### src/rtl/dd_stage_n.sv
// dd_stage_n: parametrised hash distributor stage.
// Lanes are grouped in pairs (2p, 2p+1). Each pair steers every tuple into its
// own "zero" or "one" FIFO by tuple bit DECISION_BIT. When both lanes of a pair
// target the same FIFO, a per-FIFO round-robin pointer decides which lane is
// granted. Pairs are fully independent of each other.
module dd_stage_n #(
  parameter  int INPUT_SIZE   = 64,
  parameter  int DECISION_BIT = 0,
  parameter  int NUM_LANES    = 4,
  parameter  int FIFO_DEPTH   = 4,
  localparam int NUM_PAIRS    = NUM_LANES / 2,
  localparam int CW           = $clog2(FIFO_DEPTH) + 1
) (
  input  logic                            clk,
  input  logic                            reset,
  input  logic [NUM_LANES*INPUT_SIZE-1:0] in_data,
  input  logic [NUM_LANES*32-1:0]         in_tag,
  input  logic [NUM_LANES-1:0]            in_valid,
  output logic [NUM_LANES-1:0]            in_ready,
  output logic [NUM_PAIRS*INPUT_SIZE-1:0] zero_data,
  output logic [NUM_PAIRS*32-1:0]         zero_tag,
  output logic [NUM_PAIRS-1:0]            zero_valid,
  input  logic [NUM_PAIRS-1:0]            zero_ready,
  output logic [NUM_PAIRS*INPUT_SIZE-1:0] one_data,
  output logic [NUM_PAIRS*32-1:0]         one_tag,
  output logic [NUM_PAIRS-1:0]            one_valid,
  input  logic [NUM_PAIRS-1:0]            one_ready,
  output logic [NUM_PAIRS*CW-1:0]         zero_count,
  output logic [NUM_PAIRS*CW-1:0]         one_count
);

  localparam int PW = $clog2(FIFO_DEPTH);

  for (genvar p = 0; p < NUM_PAIRS; p++) begin : g_pair
    localparam int LA = 2 * p;
    localparam int LB = 2 * p + 1;

    // Index 0 is the zero FIFO, index 1 the one FIFO.
    logic [INPUT_SIZE-1:0]  mem_data_q [2][FIFO_DEPTH];
    logic [31:0]            mem_tag_q  [2][FIFO_DEPTH];
    logic [1:0][PW-1:0]     wr_ptr_q;
    logic [1:0][PW-1:0]     rd_ptr_q;
    logic [1:0][CW-1:0]     count_q;
    logic [1:0][CW-1:0]     count_d;
    // Priority pointer per FIFO: 0 = lane a, 1 = lane b.
    logic [1:0]             prio_q;
    logic [1:0]             prio_d;

    logic [INPUT_SIZE-1:0]  data_a_s;
    logic [INPUT_SIZE-1:0]  data_b_s;
    logic [31:0]            tag_a_s;
    logic [31:0]            tag_b_s;
    logic                   valid_a_s;
    logic                   valid_b_s;
    logic                   tgt_a_s;
    logic                   tgt_b_s;
    logic                   contend_s;
    logic                   ready_a_s;
    logic                   ready_b_s;
    logic [1:0]             not_full_s;
    logic [1:0]             push_s;
    logic [1:0]             push_from_b_s;
    logic [1:0]             pop_s;
    logic [1:0]             out_ready_s;

    assign data_a_s    = in_data[LA*INPUT_SIZE +: INPUT_SIZE];
    assign data_b_s    = in_data[LB*INPUT_SIZE +: INPUT_SIZE];
    assign tag_a_s     = in_tag[LA*32 +: 32];
    assign tag_b_s     = in_tag[LB*32 +: 32];
    assign valid_a_s   = in_valid[LA];
    assign valid_b_s   = in_valid[LB];
    assign tgt_a_s     = data_a_s[DECISION_BIT];
    assign tgt_b_s     = data_b_s[DECISION_BIT];
    assign out_ready_s = {one_ready[p], zero_ready[p]};

    // Grant logic: per-lane ready, FIFO push/pop strobes and next count/priority.
    always_comb begin
      contend_s = valid_a_s && valid_b_s && (tgt_a_s == tgt_b_s);
      ready_a_s = 1'b0;
      ready_b_s = 1'b0;
      for (int t = 0; t < 2; t++) begin
        // Full is judged on the registered count only: no same-cycle pop bypass.
        not_full_s[t] = (count_q[t] != CW'(FIFO_DEPTH));
        pop_s[t]      = (count_q[t] != {CW{1'b0}}) && out_ready_s[t];
      end
      if (reset) begin
        ready_a_s = 1'b0;
        ready_b_s = 1'b0;
      end else if (contend_s) begin
        if (prio_q[tgt_a_s]) begin
          ready_b_s = not_full_s[tgt_a_s];
        end else begin
          ready_a_s = not_full_s[tgt_a_s];
        end
      end else begin
        ready_a_s = valid_a_s && not_full_s[tgt_a_s];
        ready_b_s = valid_b_s && not_full_s[tgt_b_s];
      end
      push_s[0]        = (ready_a_s && !tgt_a_s) || (ready_b_s && !tgt_b_s);
      push_s[1]        = (ready_a_s &&  tgt_a_s) || (ready_b_s &&  tgt_b_s);
      push_from_b_s[0] = ready_b_s && !tgt_b_s;
      push_from_b_s[1] = ready_b_s &&  tgt_b_s;
      for (int t = 0; t < 2; t++) begin
        case ({push_s[t], pop_s[t]})
          2'b10:   count_d[t] = count_q[t] + CW'(1);
          2'b01:   count_d[t] = count_q[t] - CW'(1);
          default: count_d[t] = count_q[t];
        endcase
        // Only a contended transfer hands priority to the other lane.
        if (contend_s && push_s[t]) begin
          prio_d[t] = ~prio_q[t];
        end else begin
          prio_d[t] = prio_q[t];
        end
      end
    end

    // FIFO control state: pointers, occupancy and round-robin priority.
    always_ff @(posedge clk) begin
      if (reset) begin
        wr_ptr_q <= {2*PW{1'b0}};
        rd_ptr_q <= {2*PW{1'b0}};
        count_q  <= {2*CW{1'b0}};
        prio_q   <= 2'b00;
      end else begin
        for (int t = 0; t < 2; t++) begin
          if (push_s[t]) begin
            wr_ptr_q[t] <= wr_ptr_q[t] + PW'(1);
          end
          if (pop_s[t]) begin
            rd_ptr_q[t] <= rd_ptr_q[t] + PW'(1);
          end
        end
        count_q <= count_d;
        prio_q  <= prio_d;
      end
    end

    // FIFO storage: write the granted lane's tuple and tag at the write pointer.
    always_ff @(posedge clk) begin
      for (int t = 0; t < 2; t++) begin
        if (!reset && push_s[t]) begin
          mem_data_q[t][wr_ptr_q[t]] <= push_from_b_s[t] ? data_b_s : data_a_s;
          mem_tag_q[t][wr_ptr_q[t]]  <= push_from_b_s[t] ? tag_b_s  : tag_a_s;
        end
      end
    end

    assign in_ready[LA] = ready_a_s;
    assign in_ready[LB] = ready_b_s;

    assign zero_data[p*INPUT_SIZE +: INPUT_SIZE] = mem_data_q[0][rd_ptr_q[0]];
    assign zero_tag[p*32 +: 32]                  = mem_tag_q[0][rd_ptr_q[0]];
    assign zero_valid[p]                         = (count_q[0] != {CW{1'b0}});
    assign zero_count[p*CW +: CW]                = count_q[0];

    assign one_data[p*INPUT_SIZE +: INPUT_SIZE]  = mem_data_q[1][rd_ptr_q[1]];
    assign one_tag[p*32 +: 32]                   = mem_tag_q[1][rd_ptr_q[1]];
    assign one_valid[p]                          = (count_q[1] != {CW{1'b0}});
    assign one_count[p*CW +: CW]                 = count_q[1];
  end

endmodule

### config.mk
export PLATFORM = sky130hd
export DESIGN_NAME = dd_stage_n
export DESIGN_NICKNAME = d
export VERILOG_FILES = /design/src/rtl/dd_stage_n.sv
export SDC_FILE = /design/constraint.sdc
export NUM_CORES = 2
export LEC_CHECK = 0
export BUFFER_PORTS_ARGS = -buffer_cell sky130_fd_sc_hd__buf_2
export CORE_UTILIZATION = 55
export CTS_CLUSTER_DIAMETER = 50
export CTS_CLUSTER_SIZE = 20
export DETAILED_ROUTE_END_ITERATION = 12
export PLACE_DENSITY = 0.76
export SKIP_CTS_REPAIR_TIMING = 1
export SLEW_MARGIN = 0
export SYNTH_ARGS = -nofsm -noshare
export SYNTH_HDL_FRONTEND = slang
export SYNTH_SLANG_ARGS = --single-unit
### constraint.sdc
create_clock -name clk -period 8.1 [get_ports clk]
set_input_delay 1.62 -clock clk [delete_from_list [all_inputs] [get_ports clk]]
set_output_delay 1.62 -clock clk [all_outputs]
set_load 0.05 [all_outputs]
Word level (Yosys, flattened, before mapping) --
Memory sizes are Yosys's and may differ from the RTL's. Index checks and enable logic that the tools add are counted.
Word-level totals: flip-flop bits (word level) 32, memory bits (writable) 1536, input bits 394, memories 4
Memories:
- g_pair[0].mem_data_q | words 2, bits a word 256, rd ports 2, clocked after memory_dff 0, wr ports 2, line 39 | logic [INPUT_SIZE-1:0] mem_data_q [2][FIFO_DEPTH];
- g_pair[1].mem_data_q | words 2, bits a word 256, rd ports 2, clocked after memory_dff 0, wr ports 2, line 39
- g_pair[0].mem_tag_q | words 2, bits a word 128, rd ports 2, clocked after memory_dff 0, wr ports 2, line 40 | logic [31:0] mem_tag_q [2][FIFO_DEPTH];
- g_pair[1].mem_tag_q | words 2, bits a word 128, rd ports 2, clocked after memory_dff 0, wr ports 2, line 40
Cells by class: add/sub/neg operators 16, $lt $le $gt $ge 16, equality and inequality tests 14, muxes and demuxes 88, bitwise gates (word level) 12, reduce and logical (&&, ||, !) cells 49
Operator list (number):
- 2-to-1 mux 256 bit | 4
- 2-to-1 mux 64 bit | 16
- binary-select mux 64 bit (select 2 bit) | 4
- demux 64 bit (select 2 bit) | 4
- 2-to-1 mux 128 bit | 4
- 2-to-1 mux 32 bit | 16
- binary-select mux 32 bit (select 2 bit) | 4
- demux 32 bit (select 2 bit) | 4
- logical AND 1 bit | 32
- 2-to-1 mux 1 bit | 28
- greater-or-equal comparator 3 bit (second input constant) | 8
- NOT 2 -> 3 bit | 8
- case mux 3 bit (2 select lines) | 4
- adder 2 x 1 -> 2 bit (second input constant) | 8
- adder 3 x 1 -> 3 bit (second input constant) | 4
- < comparator 3 x 1 -> 1 bit (second input constant) | 4
- != test 3 bit (second input constant) | 4
- nonzero test 3 bit | 4
- subtractor 3 x 1 -> 3 bit (second input constant) | 4
- == test 2 x 1 -> 1 bit (second input constant) | 4
- == test 2 bit (second input constant) | 4
- < comparator 1 x 2 -> 1 bit (second input constant) | 4
- nonzero test 2 bit | 4
- zero test 1 bit | 5
- 3 further kinds | 10

Longest topological paths before layout --
depth after elaboration 11, depth in mapped cells 12

Least setup slack after synthesis --
No wires, ideal clock.
path kind input -> register, from in in_data[192], to mem g_pair[1].mem_data_q[0][128] in the netlist's numbering, enable pin, setup time 0.563 ns, arrival 6.902 ns, slack 0.634 ns, stages 6, path through nand2b_1 or3_1 a2bb2oi_2 buf_2 nor2b_1 nor2b_1
RTL lines:
- from (decl) | line 16 | input logic [NUM_LANES*INPUT_SIZE-1:0] in_data,
- to (decl) | line 39

Final worst setup path --
from reg g_pair[1].rd_ptr_q[2] in the netlist's numbering, to out one_data[89]
On the way: word-level cells in the longest chain between the ends 4
RTL lines:
- from (decl) | line 42 | logic [1:0][PW-1:0] rd_ptr_q;
- from (signal assigned) | line 122 | rd_ptr_q <= {2*PW{1'b0}};
- from (signal, indexed assignment) | line 131 | rd_ptr_q[t] <= rd_ptr_q[t] + PW'(1);
- NOT 2 -> 3 bit (implied by the code) | line 157 | assign one_data[p*INPUT_SIZE +: INPUT_SIZE] = mem_data_q[1][rd_ptr_q[1]];
- binary-select mux 64 bit (select 2 bit) | line 157
- 2-to-1 mux 64 bit (implied by the code) (2 in series) | line 157
- to (decl) | line 24 | output logic [NUM_PAIRS*INPUT_SIZE-1:0] one_data,
No other way between the ends. The select of a mux whose other input is x is not followed.

==> key figures <==
Drt
  • Final wirelength: 144,000 um
  • Final antenna-violating net count: 0
  • Via density: 6.00
  • Drt drc: 0
  • Drt initial violations: 2,878
  • Mean routed wirelength per cell: 27.9 um
  • Pre-antenna DRT Iters: 7
  • Metal2 WL: 72,900 um
  • Met3 Routed Length: 14,600 um
  • WL met1: 52,700 um
  • Total number of vias: 30,900
  • Highest Signal Layer: met5

Synthesis
  • Seq/Total Area, Yosys: 0.753
  • Main synth FF type: edfxtp_1
  • Synth top area share: 0.742
  • Cell variety after synth: 52
  • Synth area leaders: edfxtp_1, mux4_2, mux2_2
  • Number of synthesized register bits: 1,568
  • Synthesized area: 62,100 sq um
  • Async SR Flop Fraction: 0
  • Net Count, Synth: 3,126
  • Syn avg cell area: 22.9 sq um
  • Syn Inst Count: 2,708
  • Synth warn: 0
  • Cell taking the most area after synthesis: edfxtp_1
  • EDFF count, synth: 1,536

Layout
  • Register area: 46,800 sq um
  • Final non-filler cell total: 5,142
  • Most common cell after layout, fill and taps aside: edfxtp_1
  • Finished Cell Area: 72,200 sq um
  • Fin util: 0.649
  • Most frequent cells in the layout: edfxtp_1, buf_2, mux4_2
  • Nets: 3,949
  • Share of cells above drive strength 1: 0.490
  • Area Growth Syn to Fin: 16.2%
  • Number of fill cells: 7,237
  • Multi-input gate area: 14,700 sq um

Power
  • Peak VDD IR: 0.242 mV
  • Pleak: 23.9 nW
  • PwrDens: 303 nW/um^2
  • Pwr Total: 21.9 mW

Critical path
  • CP required: 6.48 ns
  • Crit path from: g_pair[1].rd_ptr_q[2]
  • Slowest cell on the critical path: dfxtp_4
  • Type of origin of the critical path: flip-flop
  • CP Class: flip-flop to primary output
  • CP max FO: 42
  • Critical path cell sequence: buf_4 > mux4_2 > buf_2
  • Reg-to-Reg Start: one_count[5]
  • CP Capture Type: primary output
  • Worst Path Arrival: 3.34 ns
  • Worst reg-to-reg setup slack: 3.76 ns
  • Biggest cell delay along the critical path: 0.94 ns

Clock network
  • Clk sink count: 1,568
  • CTS Buf Count: 120
  • Root Driver: clkbuf_16
  • Longest Clk Path Bufs: 3
  • H-Tree Level Count: 3
  • Clock transition at path regs: 0.08 ns
  • Clock latency on the worst-skew pair: 0.73 ns
  • CTS tree: done

Die
  • Core Area: 111,000 sq um
  • I/O pins: 798
  • Initial Util: 0.558
  • Die height: 338 um
  • Row count: 122
  • Die area: 114,000 sq um
  • Die Wd: 338 um

STA
  • Setup TNS: 0 ns
  • Final hold violation count: 0
  • RSZ-0062 raised after global routing: no
  • Worst Tran Pin Value: 1.13 ns
  • Final Skew: 0.0356 ns
  • Setup Viol. Count Final: 0
  • Max Slew Vio Count: 0
  • Rel. slew slack: 0.246
  • Period utilization: 0.612
  • F_max: 0.202 GHz
  • Fin crit period: 4.96 ns

Global route
  • Largest net degree at the start of global routing: 99
  • GR Overflow Total: 0
  • Total GRT Usage: 0.251
  • Vias in the first global route: 31,700
  • First-pass GRT wire length: 210,000 um
  • Initial antenna violation count: 33

Worst hold path
  • Worst Hold Launch: g_pair[0].prio_q[0]
  • Min-Delay Path Class: flip-flop to flip-flop

Placement
  • Placer congestion estimate: 0.858
  • Inst Count DP: 4,897
  • Cell Area, Placed: 68,000 sq um
  • Port bufs: 797
  • Detailed Place HPWL: 94,900 um

Run status
  • Outcome: finished clean

Run
  • Max_cap viols: 0
sequential cells by signal (all words and copies together) (netlist names):
| signal | cells |
|---|---|
| g_pair.mem_tag_q | 512 |
| g_pair.wr_ptr_q | 8 |
| g_pair.prio_q | 4 |
| one_count | 6 |
| zero_count | 6 |
| g_pair.rd_ptr_q | 8 |
| g_pair.mem_data_q | 1024 |
metal layers:
metal,global-route usage,up-vias
met4,0.0753,30
met2,0.414,1428
met5,0,-
met1,0.327,16200
li1,-,13000
met3,0.0694,202
critical path: cells and delay by family (launching register included):
kind | cells | cell delay [ns]
multiplexers | 1 | 0.65
buffers and inverters | 2 | 0.95
flip-flops | 1 | 0.94
metrics by stage:
step           worst slack (ns)  hold WS, ns
3_3_place_gp               2.79        0.485
4_1_cts                    2.93        0.498
6_report                   3.14        0.496
3_5_place_dp               2.80        0.488
2_1_floorplan             0.634        0.454
5_1_grt                    2.85        0.532
Yosys cell counts (3+ instances only):
cell type and instances:
xnor2_1 8, nor2b_1 15, mux2_1 75, mux2_2 268, mux4_2 384, and2_1 11
fa_1 4, o21ai_0 8, or3_1 11, ha_1 20, mux2i_1 4, a21oi_1 17
nor3b_2 3, nand2_1 17, buf_4 14, nor2_1 34, buf_2 60, xor2_1 13
inv_1 27, buf_1 19, nand2b_1 5, clkbuf_1 43, dfxtp_1 32, buf_6 5
a211oi_1 3, mux2_4 39, edfxtp_1 1536
layout make-up:
class / count / area share
clock buffer: 131 / 0.0428
inverter: 27 / 0.00140
multi-input combinational: 972 / 0.204
sequential: 1568 / 0.648
tap: 1488 / 0.0258
timing repair buffer: 842 / 0.0622
clock inverter: 95 / 0.0150
antenna: 19 / 0.000659
power breakdown:
part / switching [mW] / internal [mW]
Sequential: 0.314 / 9.27
Combinational: 4.23 / 1.91
Clock: 2.99 / 3.17
Total: 7.54 / 14.4
kinds of logic (layout without fill, tap and decap cells):
logic type                 count (synthesis)  count (layout)  synth area share
AOI/OAI and AO/OA                         43              43           0.00487
xor gates and xnor gates                  21              21           0.00296
adders and majority gates                 24              24           0.00532
buffers and inverters                    168            1095            0.0128
DFF                                     1568            1568             0.753
muxes                                    770             770             0.211
other                                      0              19                 0
and+or+nand+nor                          114             114           0.00997
final timing paths:
| kind | end | cells after the start |
|---|---|---|
| worst max-delay path | one_data[89] | 3 |
| worst max register to register | zero_count[5] | 11 |
| worst min register to register | g_pair[0].prio_q[0] | 2 |
| worst min-delay path | g_pair[0].prio_q[0] | 2 |
Power figures use the tool's default switching activity.
